--- src/rtl/mips32_div_pkg.sv ---
// Shared definitions for the MIPS32 DIV/DIVU sequencer.
//
// Contents:
//   div_state_e    : sequencer state encoding (IDLE / DIVZERO / ON / END)
//   DIV_DATA_W     : default operand width
//   div_cnt_w()    : iteration-counter width for a given operand width
//   DIVZERO_LO_ALL : all-ones pattern, sliced to DATA_W bits and returned
//                    as LO on divide-by-zero
package mips32_div_pkg;

    typedef enum logic [1:0] {
        ST_IDLE    = 2'd0,
        ST_DIVZERO = 2'd1,
        ST_ON      = 2'd2,
        ST_END     = 2'd3
    } div_state_e;

    localparam int DIV_DATA_W = 32;

    localparam logic [63:0] DIVZERO_LO_ALL = '1;

    function automatic int div_cnt_w(input int w);
        return $clog2(w) + 1;
    endfunction

endpackage

--- src/rtl/div_sign_fix.sv ---
// Combinational two's-complement negate helper for the divider.
// Used at entry to take absolute values of the operands and at exit to
// restore the signs of quotient and remainder.
//
// Ports:
//   a, b         : input values
//   neg_a, neg_b : 1 = negate the corresponding value
//   a_out, b_out : conditionally negated values
module div_sign_fix #(
    parameter int W = 32
) (
    input  logic [W-1:0] a,
    input  logic [W-1:0] b,
    input  logic         neg_a,
    input  logic         neg_b,
    output logic [W-1:0] a_out,
    output logic [W-1:0] b_out
);

    assign a_out = neg_a ? (W'(0) - a) : a;
    assign b_out = neg_b ? (W'(0) - b) : b;

endmodule

--- src/rtl/div_ctrl.sv ---
// Multi-cycle radix-2 restoring divider sequencer for MIPS32 DIV/DIVU.
// Produces {remainder, quotient} for the HI/LO write path, stalls the
// pipeline while iterating and pulses div_ready_o for one cycle with the
// result.
//
// Ports:
//   clk, rst_n     : clock, asynchronous active-low reset
//   div_start_i    : EX holds a divide (held until ready)
//   div_signed_i   : 1 = DIV, 0 = DIVU
//   div_opa_i      : dividend (rs)
//   div_opb_i      : divisor (rt)
//   flush_i        : annul the in-flight divide
//   div_ready_o    : one-cycle result-valid pulse
//   div_res_o      : {remainder (HI), quotient (LO)}, registered
//   stall_o        : pipeline stall request
//   div_busy_cnt_o : (only with DIV_BUSY_CNT_EN) saturating count of
//                    cycles spent in ON or DIVZERO
//
// Optional build macro: DIV_BUSY_CNT_EN
//
// state   | meaning
// --------+-----------------------------------------------------------
// IDLE    | waiting for div_start_i; latches operands on start
// DIVZERO | divisor was zero; forms {dividend, all-ones} result
// ON      | one quotient bit per cycle, DATA_W cycles
// END     | div_ready_o high, div_res_o valid; always returns to IDLE
module div_ctrl
    import mips32_div_pkg::*;
#(
    parameter int DATA_W = DIV_DATA_W
) (
    input  logic                clk,
    input  logic                rst_n,
    input  logic                div_start_i,
    input  logic                div_signed_i,
    input  logic [DATA_W-1:0]   div_opa_i,
    input  logic [DATA_W-1:0]   div_opb_i,
    input  logic                flush_i,
    output logic                div_ready_o,
    output logic [2*DATA_W-1:0] div_res_o,
    output logic                stall_o
`ifdef DIV_BUSY_CNT_EN
    ,
    output logic [31:0]         div_busy_cnt_o
`endif
);

    localparam int CNT_W = div_cnt_w(DATA_W);
    localparam logic [CNT_W-1:0] CNT_LAST = CNT_W'(DATA_W - 1);
    localparam logic [DATA_W-1:0] DIVZERO_LO = DIVZERO_LO_ALL[DATA_W-1:0];

    div_state_e          state;
    logic [CNT_W-1:0]    cnt;
    logic [DATA_W-1:0]   rem;
    logic [DATA_W-1:0]   quo;
    logic [DATA_W-1:0]   dvs;
    logic [DATA_W-1:0]   opa_raw;
    logic                sign_q;
    logic                sign_r;

    // Entry sign handling: magnitudes only for signed divides.
    logic                neg_a_in;
    logic                neg_b_in;
    logic [DATA_W-1:0]   abs_a;
    logic [DATA_W-1:0]   abs_b;

    assign neg_a_in = div_signed_i & div_opa_i[DATA_W-1];
    assign neg_b_in = div_signed_i & div_opb_i[DATA_W-1];

    div_sign_fix #(.W(DATA_W)) u_fix_in (
        .a     (div_opa_i),
        .b     (div_opb_i),
        .neg_a (neg_a_in),
        .neg_b (neg_b_in),
        .a_out (abs_a),
        .b_out (abs_b)
    );

    // One restoring step. The partial remainder is DATA_W+1 bits wide
    // because the shifted remainder can exceed 2^DATA_W-1 before the
    // subtract; after a successful subtract it is always below the
    // divisor, so the low DATA_W bits of the difference are exact.
    logic [DATA_W:0]     partial;
    logic                fits;
    logic [DATA_W-1:0]   rem_next;
    logic [DATA_W-1:0]   quo_next;

    assign partial  = {rem, quo[DATA_W-1]};
    assign fits     = (partial >= {1'b0, dvs});
    assign rem_next = fits ? (partial[DATA_W-1:0] - dvs) : partial[DATA_W-1:0];
    assign quo_next = {quo[DATA_W-2:0], fits};

    // Exit sign handling on the final step's values, so the signed result
    // is registered in the same edge that enters END.
    logic [DATA_W-1:0]   fix_rem;
    logic [DATA_W-1:0]   fix_quo;

    div_sign_fix #(.W(DATA_W)) u_fix_out (
        .a     (rem_next),
        .b     (quo_next),
        .neg_a (sign_r),
        .neg_b (sign_q),
        .a_out (fix_rem),
        .b_out (fix_quo)
    );

    always_ff @(posedge clk or negedge rst_n) begin
        if (!rst_n) begin
            state       <= ST_IDLE;
            cnt         <= '0;
            rem         <= '0;
            quo         <= '0;
            dvs         <= '0;
            opa_raw     <= '0;
            sign_q      <= 1'b0;
            sign_r      <= 1'b0;
            div_ready_o <= 1'b0;
            div_res_o   <= '0;
        end else if (flush_i) begin
            // Flush wins over everything; result register is left alone.
            state       <= ST_IDLE;
            cnt         <= '0;
            div_ready_o <= 1'b0;
        end else begin
            div_ready_o <= 1'b0;
            unique case (state)
                ST_IDLE: begin
                    if (div_start_i) begin
                        rem     <= '0;
                        quo     <= abs_a;
                        dvs     <= abs_b;
                        opa_raw <= div_opa_i;
                        sign_q  <= neg_a_in ^ neg_b_in;
                        sign_r  <= neg_a_in;
                        cnt     <= '0;
                        state   <= (div_opb_i == '0) ? ST_DIVZERO : ST_ON;
                    end
                end
                ST_DIVZERO: begin
                    div_res_o   <= {opa_raw, DIVZERO_LO};
                    div_ready_o <= 1'b1;
                    state       <= ST_END;
                end
                ST_ON: begin
                    rem <= rem_next;
                    quo <= quo_next;
                    cnt <= cnt + 1'b1;
                    if (cnt == CNT_LAST) begin
                        div_res_o   <= {fix_rem, fix_quo};
                        div_ready_o <= 1'b1;
                        state       <= ST_END;
                    end
                end
                ST_END: begin
                    // Start is still high here but belongs to the
                    // instruction that is completing now.
                    state <= ST_IDLE;
                end
                default: state <= ST_IDLE;
            endcase
        end
    end

    // Forced low while reset is asserted even if EX still holds start.
    assign stall_o = div_start_i & ~div_ready_o & rst_n;

`ifdef DIV_BUSY_CNT_EN
    logic [31:0] busy_cnt;

    always_ff @(posedge clk or negedge rst_n) begin
        if (!rst_n) begin
            busy_cnt <= '0;
        end else if (((state == ST_ON) || (state == ST_DIVZERO)) && (busy_cnt != 32'hFFFF_FFFF)) begin
            busy_cnt <= busy_cnt + 32'd1;
        end
    end

    assign div_busy_cnt_o = busy_cnt;
`endif

endmodule

--- config.mk ---
export PLATFORM = sky130hd
export DESIGN_NAME = div_ctrl
export DESIGN_NICKNAME = d
export VERILOG_FILES = /design/src/rtl/mips32_div_pkg.sv /design/src/rtl/div_sign_fix.sv /design/src/rtl/div_ctrl.sv
export SDC_FILE = /design/constraint.sdc
export NUM_CORES = 1
export LEC_CHECK = 0
export ABC_CLOCK_PERIOD_IN_PS = 6480
export BUFFER_PORTS_ARGS = -buffer_cell sky130_fd_sc_hd__clkbuf_2
export CORE_ASPECT_RATIO = 1.1
export CORE_MARGIN = 8
export CORE_UTILIZATION = 35
export DETAILED_ROUTE_END_ITERATION = 6
export GPL_ROUTABILITY_DRIVEN = 0
export PLACE_DENSITY = 0.6
export SYNTH_ARGS = -nofsm -noshare
export SYNTH_HDL_FRONTEND = slang
export SYNTH_SLANG_ARGS = --single-unit
--- constraint.sdc ---
create_clock -name clk -period 6.48 [get_ports clk]
set_input_delay 0.648 -clock clk [delete_from_list [all_inputs] [get_ports clk]]
set_output_delay 0.648 -clock clk [all_outputs]
set_load 0.02 [all_outputs]
**Yosys cells after proc, flatten, opt, wreduce, memory -nomap -nowiden**

Cells that the tools add are included.

- $add $sub $neg: 6
- Magnitude comparators: 1
- Eq/ne operators: 8
- Multiplexer cells: 22
- Bitwise gates (word level): 7
- Reduce and logical (&&, ||, !) cells: 10

Operators by type and width:

| cell | number |
|---|---|
| 32-bit two-way mux | 7 |
| 32-bit one-hot mux with 2 select lines | 2 |
| 64-bit one-hot mux with 2 select lines | 1 |
| 1-bit by 32-bit subtractor with 32-bit output, first input constant | 4 |
| 64-bit two-way mux | 1 |
| 33-bit by 32-bit greater-or-equal comparator with 1-bit output | 1 |
| 32-bit zero test | 1 |
| 32-bit subtractor | 1 |
| 6-bit two-way mux | 2 |
| 6-bit one-hot mux with 2 select lines | 1 |
| 3-bit AND reduction | 3 |
| 2-bit two-way mux | 4 |
| 2-bit one-hot mux with 4 select lines | 1 |
| 6-bit by 1-bit adder with 6-bit output, second input constant | 1 |
| 6-bit by 5-bit == test with 1-bit output, second input constant | 1 |
| 3-bit != test, second input constant | 2 |
| 1-bit AND | 4 |
| 2-bit == test, second input constant | 2 |
| 2-bit != test, second input constant | 2 |
| 2-bit AND reduction | 2 |
| 2-bit nonzero test | 2 |
| 3-bit nonzero test | 1 |
| 2-bit by 1-bit == test with 1-bit output, second input constant | 1 |
| 2-bit zero test | 1 |
| other kinds (4) | 6 |

- Bits in registers: 203
- Bits of input ports: 69
- Output and inout bits: 66
- Logic and storage cells: 64

**Longest topological paths before layout**

- Depth in word-level cells: 6
- Depth in mapped cells: 24

**Cells and area by module**

Synthesis repeated with hierarchy kept, for this count alone.

- Cells, all modules: 1390
- Area total of the unflattened synthesis: 13566.8 um^2

Modules (own cells, without submodules):

| module | times used | cells each | area an instance (um^2) | seq. area each (um^2) |
|---|---|---|---|---|
| div_ctrl | 1 | 994 | 10769.1 | 5079.9 |
| div_sign_fix | 2 | 198 | 1398.8 | 0.0 |

**Worst setup path after synthesis**

OpenSTA, ideal clock, no wires.

- Path type: register -> register
- From: register rem[2]
- To: register div_res_o[62]
- Data arrival time: 4778 ps
- Data required time: 6354 ps
- Path slack: 1575 ps
- Cell stages (with the launch flop): 23
- Path buffers: 4
- Period minus slack after synthesis: 4905 ps
- Cell sequence: dfrtp_1 ha_1 nand3_1 o21bai_1 a21oi_2 o211ai_1 a211oi_2 or2_1 buf_6 buf_2 buf_2 clkbuf_1 nand2_1 o21ai_0 ha_1 nand3b_1 nor2_1 mux2i_1 or3_1 or3b_1 o21ai_0 xor2_1 o21ai_1

- Word-level cells in the longest chain between the ends: 6
- Elaborated cells on any way between the ends: 7
- Classes of those cells: 2 x add/sub; 1 x order compare; 4 x mux

Ends and longest elaborated chain:

| element | RTL line | RTL |
|---|---|---|
| start, declared | div_ctrl.sv:54 | `logic [DATA_W-1:0] rem;` |
| start signal, assigned | div_ctrl.sv:145 | `rem <= rem_next;` |
| 32-bit subtractor / 33-bit by 32-bit greater-or-equal comparator with 1-bit output (equally long branches) | div_ctrl.sv:90, div_ctrl.sv:89 |  |
| 32-bit two-way mux * | div_ctrl.sv:90 | `assign rem_next = fits ? (partial[DATA_W-1:0] - dvs) : partial[DATA_W-1:0];` |
| 1-bit by 32-bit subtractor with 32-bit output | div_sign_fix.sv:20 | `assign a_out = neg_a ? (W'(0) - a) : a;` |
| 32-bit two-way mux * | div_sign_fix.sv:20 |  |
| 64-bit two-way mux * | div_ctrl.sv:148 | `if (cnt == CNT_LAST) begin` |
| 64-bit one-hot mux with 2 select lines * | div_ctrl.sv:126 | `unique case (state)` |
| end signal, assigned | div_ctrl.sv:140 | `div_res_o <= {opa_raw, DIVZERO_LO};` |
| end signal, assigned | div_ctrl.sv:149 | `div_res_o <= {fix_rem, fix_quo};` |
| end, declared | div_ctrl.sv:40 | `output logic [2*DATA_W-1:0] div_res_o,` |

Every way passes the cells marked *; elsewhere a longest branch is shown, timed or not. The select of a mux whose other input is x is not followed.
A chain may end at the register's enable or synchronous reset.

**Worst setup path after layout**

- From: register rem[21]
- To: register div_res_o[62]

The elaborated chain is that of the path after synthesis.

==> results.ini <==
[run_status]
outcome = complete, no violations

[power_and_ir_drop]
vdd_ir_drop_max_mv = 0.171
power_frac_comb_pct = 47.0
power_mw = 6.45
p_sw_mw = 2.79
p_leak_nw = 6.54
seq_power_share_pct = 31.7
p_sw_share_pct = 43.2
power.density_nw_per_um2 = 424
p_int_mw = 3.66
p_clk_share_pct = 21.2

[sta]
timing.fmax_mhz = 193
setup_tns_ps = 0
rsz0062_at_grt = no
min_period_over_period_pct = 80.1
min_period_ps = 5190
drv_slew = 0
worstMarginPinSlew_ps = 1110
max_slew_margin_pct = 25.9
hold_viol_final = 0
final.setup_skew_ps = 12.1
finalSetupViolCount = 0

[worst_setup_path]
start_kind = flip-flop
crit_fanout = 12
cp.arrival_ps = 5580
end_kind = flip-flop
worstPathCellList = ha_1 > a21oi_1 > o21ai_1 > a21o_1 > a2111oi_4 > o211ai_2 > or2_1 > o21ai_0 > ha_1 > nand2_1 > nor2b_1 > mux2i_1 > or3_1 > or3b_1 > o21ai_0 > xor2_1 > o21ai_1
rrSetupSlack_ps = 1290
crit_type = flip-flop to flip-flop
cp_slowest_cell = or3_1
max_stage_delay_ps = 490
required_ps = 6870

[routing]
drt_iter0_markers = 598
firstDrtPassIters = 5
ant_nets = 0
route.detailed.drc = 0
viasPerCell = 5.20
wire_per_inst_um = 16.9
finalWirelength_um = 37300
num_vias = 11500

[finish]
layout-drive-gt1-share_pct = 13.8
final_util_pct = 40.2
layout_commonest_cell = nand2_1
num-nets-final = 1800
mostFrequentLayoutCells = nand2_1, dfrtp_1, o21ai_0, a21oi_1, nor2_1
syn_to_final_growth_pct = 14.0

[clock_tree]
cts.reportedPaths.clkPinSlew_ps = 60
cts_resized = 0
clock_sinks = 203
ctsHoldBuffers = 0
cts_buffers = 24
cts_tree = yes
clk_latency_ps = 520
root_buffer = clkbuf_16
postCtsSetupRepairBufs = 0
ctsHtreeMaxLevel = 1
max-clock-path-buffers = 3

[floorplan]
die-width_um = 202
io_pins = 135
num_rows = 75
core_sq_um = 37800
fp.dieArea_sq_um = 44600
start_util_pct = 35.3
die-height_um = 221

[global_route]
grt_overflow = 0
grt_pass1_wl_um = 59600
grt_max_degree = 154
antenna_found_initial = 1
grt_pass1_vias = 11200
grt_use_total_pct = 16.2

[synth]
synth.distinct_cells = 66
async_flop_share_pct = 100
ys_ff_latch = 203
yosys_warnings = 0
avgSynthCellArea_sq_um = 8.31
synth_edf_count = 0
syn-num-nets = 1714
postSynthCellCount = 1604
synth_seq_area_share_pct = 38.1
synthesis.area_sq_um = 13300
synth-main-ff-cell = dfrtp_1

[placed_design]
io_buffers = 134
dp_hpwl_um = 28200

[run]
max_cap_violations = 0

[min_path]
hp-class = input port to async pin

cell usage after synthesis (all sizes together), types with 30 or more instances:
cell      n  area share, %
clkbuf   61            1.7
xor2     87            5.7
a21oi   149            5.7
nor2    145            4.1
o21ai   204            7.7
xnor2    58            3.8
mux2i    44            3.3
inv      56            1.6
dfrtp   203             38
ha       40            3.8
mux2     30            2.5
nand2   228            6.4
routing by layer:
| layer | track usage [%] | up-vias | share of wire (%) |
|---|---|---|---|
| met3 | 3.25 | 41 | 6.1 |
| met1 | 21.2 | 5408 | 46 |
| met4 | 3.56 | 0 | 1.6 |
| li1 | - | 5760 | - |
| met5 | 0 | - | 0 |
| met2 | 27.3 | 262 | 46 |
worst max-delay path, delay by kind of cell (launching register included):
family          cells  cell delay (ps)
xor+xnor            1              180
simple gates        5             1560
compound gates      8             1980
mux                 1              180
flops               1              420
fa+ha+maj           2              740
power groups by stage:
stage	clock network [mW]	registers [mW]	logic, mW
CTS	1.41	2.04	3.05
finish	1.37	2.05	3.03
detailed placement	0	2.06	3.03
global route	1.47	2.11	3.40
global placement	0	2.04	3.00
floorplan	0	2.03	2.23
logic make-up (layout without fill, tap and decap cells):
| kind of cell | after synthesis | count (layout) | share of synthesized area, % |
|---|---|---|---|
| multiplexers | 74 | 74 | 5.87 |
| adder cells (fa/ha/maj) | 41 | 41 | 3.90 |
| AO/OA/AOI/OAI | 456 | 456 | 19.7 |
| AND/OR/NAND/NOR | 543 | 543 | 18.6 |
| buffers and inverters | 142 | 244 | 4.29 |
| XOR/XNOR | 145 | 145 | 9.53 |
| other | 0 | 1 | 0 |
| flip-flops | 203 | 203 | 38.1 |
final timing paths:
check | to | from | cells after the start
worst max-delay path | div_res_o[62] | rem[21] | 17
worst min-delay path | dvs[29] | rst_n | 1
worst max register to register | div_res_o[62] | rem[21] | 17
worst min register to register | dvs[27] | dvs[27] | 2
max in group asynchronous | rem[31] | rst_n | 2
min in group clk | state[1] | flush_i | 2
stage by stage:
| stage | cells | area (sq um) | setup slack (ps) | hold WS (ps) |
|---|---|---|---|---|
| 2_1_floorplan | 1604 | 13300 | 1580 | 352 |
| 3_3_place_gp | 2164 | 14400 | 1560 | 462 |
| 3_5_place_dp | 2164 | 14400 | 1350 | 470 |
| 4_1_cts | 2206 | 15200 | 1320 | 84.9 |
| 5_1_grt | 2207 | 15200 | 906 | 104 |
| 6_report | 2207 | 15200 | 1290 | 81.5 |
registers in the layout, summed over array words and instances (netlist names):
signal,flops
rem,32
div_ready_o,1
div_res_o,64
opa_raw,32
sign_r,1
quo,32
dvs,32
sign_q,1
cnt,6
state,2
cell type report:
class                   instances  area, sq um
well taps                     500          626
repair buffers                145          774
diodes                          1         2.50
clock buffers                  36          717
multi-input cells            1259         7700
flip-flops and latches        203         5080
inverters                      57          215
clock inverters                 6         82.6
fillers                      3900        22600
(Power assumes the default switching activity.)
